### src/rtl/food_spawner.sv
// -----------------------------------------------------------------------------
// food_spawner
//
// Picks a free grid cell for the Snake food. On a spawn request it draws
// random candidates from the LFSR stream. Each candidate is checked against
// the snake body store through a query port with one cycle of latency. After
// MAX_TRIES rejected candidates it falls back to a linear scan of the grid.
// The scan starts just past the last rejected candidate and ends at the first
// free cell, or after every cell has been visited (grid full).
//
// Ports
//   I_clk         clock
//   I_rst_n       synchronous active-low reset
//   rand_num      10-bit pseudo-random sample (only [5:0] / [4:0] are used)
//   spawn_req     one-cycle request, accepted only when idle
//   chk_en        occupancy query strobe (one cycle)
//   chk_x/chk_y   queried cell; holds its value between queries
//   chk_occupied  query answer, valid the cycle after chk_en
//   food_x/food_y placed food cell; holds until the next placement
//   food_valid    food_x/food_y hold a placed position
//   spawn_done    one-cycle pulse on placement
//   busy          request in progress
//   grid_full     last request found no free cell
// -----------------------------------------------------------------------------
module food_spawner #(
   parameter int         GRID_W    = 40,
   parameter int         GRID_H    = 30,
   parameter logic [7:0] MAX_TRIES = 8'd16
) (
   input  logic       I_clk,
   input  logic       I_rst_n,
   input  logic [9:0] rand_num,
   input  logic       spawn_req,
   output logic       chk_en,
   output logic [5:0] chk_x,
   output logic [4:0] chk_y,
   input  logic       chk_occupied,
   output logic [5:0] food_x,
   output logic [4:0] food_y,
   output logic       food_valid,
   output logic       spawn_done,
   output logic       busy,
   output logic       grid_full
);

   localparam logic [6:0]  X_SPAN = 7'(GRID_W);
   localparam logic [5:0]  Y_SPAN = 6'(GRID_H);
   localparam logic [5:0]  X_LAST = 6'(GRID_W - 1);
   localparam logic [4:0]  Y_LAST = 5'(GRID_H - 1);
   // For a 64x32 grid this truncates to 0. The 11-bit count also wraps to 0
   // on the 2048th rejection, so the compare still fires at the right moment.
   localparam logic [10:0] CELLS  = 11'(GRID_W * GRID_H);

   typedef enum logic [2:0] {
      IDLE,
      SAMPLE_X,
      SAMPLE_Y,
      CHECK,
      WAIT,
      SCAN_CHECK,
      SCAN_WAIT
   } state_t;

   state_t      r_state;
   logic [5:0]  r_cand_x;      // random candidate, then scan pointer
   logic [4:0]  r_cand_y;
   logic [7:0]  r_tries;
   logic [10:0] r_scan_cnt;
   logic        r_chk_en;
   logic [5:0]  r_chk_x;
   logic [4:0]  r_chk_y;
   logic [5:0]  r_food_x;
   logic [4:0]  r_food_y;
   logic        r_food_valid;
   logic        r_spawn_done;
   logic        r_busy;
   logic        r_grid_full;

   logic [6:0]  w_rx_wide;
   logic [5:0]  w_ry_wide;
   logic [5:0]  w_samp_x;
   logic [4:0]  w_samp_y;
   logic [5:0]  w_next_x;
   logic [4:0]  w_next_y;
   logic [7:0]  w_tries_next;
   logic [10:0] w_scan_next;
   logic        w_unused;

   // The upper random bits are not needed for a 64x32 or smaller grid.
   assign w_unused = ^rand_num[9:6];

   // A single conditional subtraction suffices: 63 - 32 < 32 and 31 - 16 < 16.
   assign w_rx_wide = {1'b0, rand_num[5:0]};
   assign w_ry_wide = {1'b0, rand_num[4:0]};
   assign w_samp_x  = (w_rx_wide >= X_SPAN) ? 6'(w_rx_wide - X_SPAN) : rand_num[5:0];
   assign w_samp_y  = (w_ry_wide >= Y_SPAN) ? 5'(w_ry_wide - Y_SPAN) : rand_num[4:0];

   // Row-major walk over the grid, wrapping from the last cell back to (0,0).
   always_comb begin
      w_next_x = r_cand_x + 6'd1;
      w_next_y = r_cand_y;
      if (r_cand_x == X_LAST) begin
         w_next_x = '0;
         w_next_y = (r_cand_y == Y_LAST) ? 5'd0 : r_cand_y + 5'd1;
      end
   end

   assign w_tries_next = r_tries + 8'd1;
   assign w_scan_next  = r_scan_cnt + 11'd1;

   always_ff @(posedge I_clk) begin
      if (!I_rst_n) begin
         r_state      <= IDLE;
         r_cand_x     <= '0;
         r_cand_y     <= '0;
         r_tries      <= '0;
         r_scan_cnt   <= '0;
         r_chk_en     <= 1'b0;
         r_chk_x      <= '0;
         r_chk_y      <= '0;
         r_food_x     <= '0;
         r_food_y     <= '0;
         r_food_valid <= 1'b0;
         r_spawn_done <= 1'b0;
         r_busy       <= 1'b0;
         r_grid_full  <= 1'b0;
      end else begin
         r_spawn_done <= 1'b0;
         case (r_state)
            IDLE: begin
               if (spawn_req) begin
                  r_food_valid <= 1'b0;
                  r_grid_full  <= 1'b0;
                  r_busy       <= 1'b1;
                  r_tries      <= '0;
                  r_state      <= SAMPLE_X;
               end
            end
            SAMPLE_X: begin
               r_cand_x <= w_samp_x;
               r_state  <= SAMPLE_Y;
            end
            SAMPLE_Y: begin
               // Issue the query on the same edge y is captured so chk_en
               // is high for the whole CHECK cycle.
               r_cand_y <= w_samp_y;
               r_chk_en <= 1'b1;
               r_chk_x  <= r_cand_x;
               r_chk_y  <= w_samp_y;
               r_state  <= CHECK;
            end
            CHECK: begin
               r_chk_en <= 1'b0;
               r_state  <= WAIT;
            end
            WAIT: begin
               if (!chk_occupied) begin
                  r_food_x     <= r_cand_x;
                  r_food_y     <= r_cand_y;
                  r_food_valid <= 1'b1;
                  r_spawn_done <= 1'b1;
                  r_busy       <= 1'b0;
                  r_state      <= IDLE;
               end else begin
                  r_tries <= w_tries_next;
                  if (w_tries_next == MAX_TRIES) begin
                     r_cand_x   <= w_next_x;
                     r_cand_y   <= w_next_y;
                     r_scan_cnt <= '0;
                     r_chk_en   <= 1'b1;
                     r_chk_x    <= w_next_x;
                     r_chk_y    <= w_next_y;
                     r_state    <= SCAN_CHECK;
                  end else begin
                     r_state <= SAMPLE_X;
                  end
               end
            end
            SCAN_CHECK: begin
               r_chk_en <= 1'b0;
               r_state  <= SCAN_WAIT;
            end
            SCAN_WAIT: begin
               if (!chk_occupied) begin
                  r_food_x     <= r_cand_x;
                  r_food_y     <= r_cand_y;
                  r_food_valid <= 1'b1;
                  r_spawn_done <= 1'b1;
                  r_busy       <= 1'b0;
                  r_state      <= IDLE;
               end else begin
                  r_scan_cnt <= w_scan_next;
                  if (w_scan_next == CELLS) begin
                     r_grid_full <= 1'b1;
                     r_busy      <= 1'b0;
                     r_state     <= IDLE;
                  end else begin
                     r_cand_x <= w_next_x;
                     r_cand_y <= w_next_y;
                     r_chk_en <= 1'b1;
                     r_chk_x  <= w_next_x;
                     r_chk_y  <= w_next_y;
                     r_state  <= SCAN_CHECK;
                  end
               end
            end
            default: r_state <= IDLE;
         endcase
      end
   end

   assign chk_en     = r_chk_en;
   assign chk_x      = r_chk_x;
   assign chk_y      = r_chk_y;
   assign food_x     = r_food_x;
   assign food_y     = r_food_y;
   assign food_valid = r_food_valid;
   assign spawn_done = r_spawn_done;
   assign busy       = r_busy;
   assign grid_full  = r_grid_full;

endmodule
### config.mk
export PLATFORM = sky130hd
export DESIGN_NAME = food_spawner
export DESIGN_NICKNAME = d
export VERILOG_FILES = /design/src/rtl/food_spawner.sv
export SDC_FILE = /design/constraint.sdc
export NUM_CORES = 1
export LEC_CHECK = 0
export BUFFER_PORTS_ARGS = -buffer_cell sky130_fd_sc_hd__buf_2
export CORE_MARGIN = 3
export CORE_UTILIZATION = 40
export DETAILED_ROUTE_END_ITERATION = 8
export SLEW_MARGIN = 20
export SYNTH_ARGS = -nofsm -noshare
export SYNTH_HDL_FRONTEND = slang
export SYNTH_SLANG_ARGS = --single-unit
### constraint.sdc
create_clock -name I_clk -period 6.4 [get_ports I_clk]
set_input_delay 0.64 -clock I_clk [delete_from_list [all_inputs] [get_ports I_clk]]
set_output_delay 0.64 -clock I_clk [all_outputs]
set_load 0.02 [all_outputs]
== Word level (Yosys, flattened, before mapping) ==
Cells that the tools add are included.
W data, S select, Z words.

* Register bits after elaboration: 55
* Latch bits: 0
* Bits in writable memories: 0
* ROM bits: 0
* Input port bits: 14
* Output and inout bits: 27
* Logic and storage cells: 108
* Memories: 0

* Add/sub/neg operators: 6
* Multiply operators: 0
* Div/mod/pow operators: 0
* $lt $le $gt $ge: 2
* Equality and inequality tests: 19
* Shifts and indexed selects: 0
* Muxes and demuxes: 46
* Bitwise logic cells: 1
* Reductions and logical operators: 21

{| class="wikitable"
|+ Operators with widths
! kind !! number
|-
| $mux W6 || 6
|-
| $pmux W6 S3 || 2
|-
| $mux W5 || 7
|-
| $mux W11 || 3
|-
| $pmux W11 S2 || 1
|-
| $pmux W3 S7 || 1
|-
| $mux W8 || 2
|-
| $ne A2 B2 Y1 const B || 8
|-
| $pmux W8 S2 || 1
|-
| $mux W3 || 5
|-
| $pmux W5 S3 || 1
|-
| $reduce_and A5 Y1 || 3
|-
| $mux W1 || 13
|-
| $reduce_and A4 Y1 || 3
|-
| $add A11 B1 Y11 const B || 1
|-
| $eq A11 B11 Y1 const B || 1
|-
| $eq A3 B3 Y1 const B || 3
|-
| $reduce_bool A3 Y1 || 3
|-
| $add A8 B1 Y8 const B || 1
|-
| $eq A8 B5 Y1 const B || 1
|-
| $reduce_bool A2 Y1 || 4
|-
| $add A6 B1 Y6 const B || 1
|-
| $eq A3 B2 Y1 const B || 2
|-
| $eq A6 B6 Y1 const B || 1
|-
| 17 further kinds || 21
|}

== Longest topological paths before layout ==
* Word-level depth: 6
* Mapped depth: 10

== Worst setup path after synthesis ==
Ideal clock, no wire load.

* Kind: input -> register
* Start point: in chk_occupied
* End point: reg r_chk_x[1] (netlist: chk_x[1])
* Setup time: 153 ps
* Arrival: 2,071 ps
* Required time: 6,247 ps
* Setup slack: 4,177 ps
* Cell stages on the path: 6
* Cells stage by stage: inv_2 or3_4 nor4b_4 a32oi_1 nor3_1 a311oi_1

* Cells in the longest elaborated chain, start to end: 2

{| class="wikitable"
|+ Ends and longest elaborated chain
! what !! line !! RTL
|-
| start: declaration || 37 || <nowiki>input logic chk_occupied,</nowiki>
|-
| $ne A2 B2 Y1 (no source line) || n/a ||
|-
| $reduce_and A5 Y1 (no source line) * || n/a ||
|-
| end signal: assignment || 148 || <nowiki>r_chk_x <= r_cand_x;</nowiki>
|-
| end signal: assignment || 171 || <nowiki>r_chk_x <= w_next_x;</nowiki>
|-
| end signal: assignment || 201 || <nowiki>r_chk_x <= w_next_x;</nowiki>
|-
| end: declaration || 70 || <nowiki>logic [5:0] r_chk_x;</nowiki>
|}

Every way passes the cells marked *; elsewhere a longest branch is shown, timed or not.
A chain may end at the register's enable or synchronous reset.

== Worst setup path in the final report ==
* Start point: reg r_state[2]
* End point: reg r_chk_en (netlist: chk_en)

* Cells in the longest elaborated chain, start to end: 4

{| class="wikitable"
|+ Ends and longest elaborated chain
! what !! line !! RTL
|-
| start: declaration || 64 || <nowiki>state_t r_state;</nowiki>
|-
| start signal: assignment || 113 || <nowiki>r_state <= IDLE;</nowiki>
|-
| start signal: assignment || 136 || <nowiki>r_state <= SAMPLE_X;</nowiki>
|-
| start signal: assignment || 141 || <nowiki>r_state <= SAMPLE_Y;</nowiki>
|-
| $eq A3 B3 Y1 or $eq A3 B2 Y1 (tied branches) || 129 || <nowiki>case (r_state)</nowiki>
|-
| $reduce_or A2 Y1 (no source line) || n/a ||
|-
| $reduce_bool A4 Y1 (no source line) || n/a ||
|-
| $reduce_and A5 Y1 (no source line) || n/a ||
|-
| end signal: assignment || 118 || <nowiki>r_chk_en <= 1'b0;</nowiki>
|-
| end signal: assignment || 147 || <nowiki>r_chk_en <= 1'b1;</nowiki>
|-
| end signal: assignment || 153 || <nowiki>r_chk_en <= 1'b0;</nowiki>
|-
| end: declaration || 69 || <nowiki>logic r_chk_en;</nowiki>
|}

Several ways; a longest one is shown, not always the timed one.

==> metrics <==
vias in the first global route 2884; FP Rows 32; Clock Power Share 31.1%; setup ws final 3.56 ns; synthesized instance count 416; DR iter-0 viols 261; Switch Pwr 202 uW; CTS resizes 0; Clock transition at path regs 0.11 ns; crit-path max FO 17; synthesized area per cell 7.71 sq um; Starting Density 41.3%; Routed Antenna Nets 0; core area 7770 sq um; CTS buffer count 5; largest net degree at the start of global routing 25; drt first pass iters 5; Hold Path Class reg -> reg; Top FF cell, synth dfxtp_1; Crit. End Element register; die area 9130 sq um; Detailed Place HPWL 6050 microns; pre-CTS setup slack 3.27 ns; register area share after synthesis 34.3%; CTS H-Tree Depth 2; Syn. warnings 0; Netlist Area Pre-Place 3210 sq um; synthesis-to-finish area growth 9.44%; Sw Share 30.2%; synth top area cells dfxtp_1, a21oi_1, nand2_1, o21ai_0, ha_1; Clock Skew 0.0158 ns; worst slew pin tran 0.795 ns; drt wl/cell 15.9 microns; total grt overflow 0; total track usage 19.0%; Gate power share 13.7%; clock latency on the worst-skew pair 0.32 ns; initial antenna violation count 0; n_diodes 0; Post-synth ARST share 0%; max-cap viol count 0; cell-internal power 466 uW; drt drc 0; leading area contributor after synthesis dfxtp_1; Yosys cell types 69; Yosys top cell area share 34.3%; Power Dens Cells 190 nW/um^2; GP Congestion 0.808; total detailed-routing wirelength 8520 microns; clk buf depth 2; Syn Nets 440; FMAX 0.352 GHz; Worst setup SP type register; setup TNS 0 ns; Setup Fix Bufs, Post-CTS 0; fraction of layout cells with a size suffix above 1 12.9%; grt met3 use 2.92%; CTS tree yes; post-cts hold buffer count 0; Worst Path Arrival 3.06 ns; leak pwr 0.00131 uW; GRT busiest layer met2; Max Transition Viols Final 0; M2 GR Usage 32.2%; Crit Path Category reg -> reg; RSZ-0062 raised after global routing false; maximum vdd ir drop 0.0976 mV; Root Driver clkbuf_8; Post-synth EDFFs 0; Final Util 45.2%; Die X 95.5 microns; setup violators final 0; CTS Sinks 55; Critical Path RT 6.62 ns; first-pass GRT wire length 14000 microns; Buffers on Ports 36; final hold violation count 0; # IOs 41; Seq cells post-synth 55; final worst path period share 44.4%; status finished clean; Nets 458; relative slew slack 46.6%; Vias/cell 5.90; sequential share of power 55.2%; Final min period 2.84 ns; vias 3167; met1 Track Usage GR 25.0%; die height 95.5 microns
-- path summary, 6_finish.rpt --
| kind | cells after the start | start | end | slack [ns] |
|---|---|---|---|---|
| hold reg to reg | 2 | grid_full$_SDFFE_PN0P_ | grid_full$_SDFFE_PN0P_ | 0.47 |
| setup reg to reg | 6 | r_state[2]$_SDFFE_PN0N_ | chk_en$_SDFFE_PN0P_ | 3.56 |
| setup / recovery | 6 | r_state[2]$_SDFFE_PN0N_ | chk_en$_SDFFE_PN0P_ | 3.56 |
| hold / removal | 2 | grid_full$_SDFFE_PN0P_ | grid_full$_SDFFE_PN0P_ | 0.47 |
-- power groups by stage --
stage	logic, uW	clock network, uW	registers [uW]
floorplan	64.9	0	374
global route	101	225	371
CTS	91.6	214	369
finish	91.4	208	369
detailed placement	91.2	0	377
global placement	90.1	0	376
-- final cells by class --
type,instances,area (sq um)
Inverter,13,48.8
Sequential cell,55,1100
Fill cell,828,4260
Clock inverter,3,26.3
Timing Repair Buffer,39,203
Multi-Input combinational cell,320,1930
Clock buffer,5,68.8
Tap cell,102,128
-- metrics by stage --
step	hold slack (ns)	cell area (sq um)	power, uW	instances
final	0.470	3510	668	537
after CTS	0.476	3510	675	537
after global routing	0.498	3510	697	537
after floorplan	0.438	3210	439	416
after global placement	0.456	3410	467	529
after detailed placement	0.458	3410	468	529
-- registers in the layout (all words and copies together), names as in the netlist, 3 cells and up --
| register | flops |
|---|---|
| r_scan_cnt | 11 |
| r_tries | 8 |
| chk_x | 6 |
| food_x | 6 |
| r_cand_x | 6 |
| chk_y | 5 |
| food_y | 5 |
| r_state | 3 |
-- synthesized netlist by cell type (8+ instances only) --
| cell type | instances |
|---|---|
| a21oi_1 | 46 |
| o21ai_0 | 29 |
| dfxtp_1 | 55 |
| clkbuf_1 | 22 |
| o31ai_1 | 9 |
| ha_1 | 10 |
| nor2_1 | 30 |
| nand3_1 | 14 |
| nor3_1 | 10 |
| inv_1 | 11 |
| a31oi_1 | 12 |
| nand2_1 | 53 |
| a211oi_1 | 8 |
-- metal layers --
metal / wire (microns) / part of all wire (%) / vias up
met5: 0 / 0 / -
met4: 111 / 1.3 / 0
met3: 409 / 4.8 / 14
met2: 4100 / 48 / 89
met1: 3900 / 46 / 1487
li1: - / - / 1577
-- cells in the final DEF (no fill, tap or decap), types with 4 or more instances in the layout --
cell and count:
xor2_1 5, o22ai_1 7, or3_1 5, ha_1 10
buf_2 36, inv_1 11, nand4_1 7, mux2i_1 6
nor4_1 5, nand3_1 14, nand4b_1 4, a211oi_1 8
o31ai_1 9, nor3_1 10, nand2_1 53, dfxtp_1 55
nor2_1 30, a31oi_1 12, and3_1 6, o21ai_0 29
clkbuf_8 5, a21oi_1 46
-- critical path, cell delays in order (launching register included) --
cell,delay (ns)
dfxtp_1,0.66
and2b_1,0.64
nand2_4,0.19
or3_4,0.45
nor2_2,0.31
nor3_1,0.22
o211a_1,0.27
-- cell families (layout without fill, tap and decap cells) --
family,count (synthesis),in the layout,share of synthesized area [%]
AOI/OAI and AO/OA,139,139,27.1
DFF,55,55,34.3
buffers and inverters,41,60,5.34
and+or+nand+nor,159,159,25.8
adders and majority gates,10,10,3.90
xor gates and xnor gates,6,6,1.64
muxes,6,6,1.87
(Power assumes the default switching activity.)
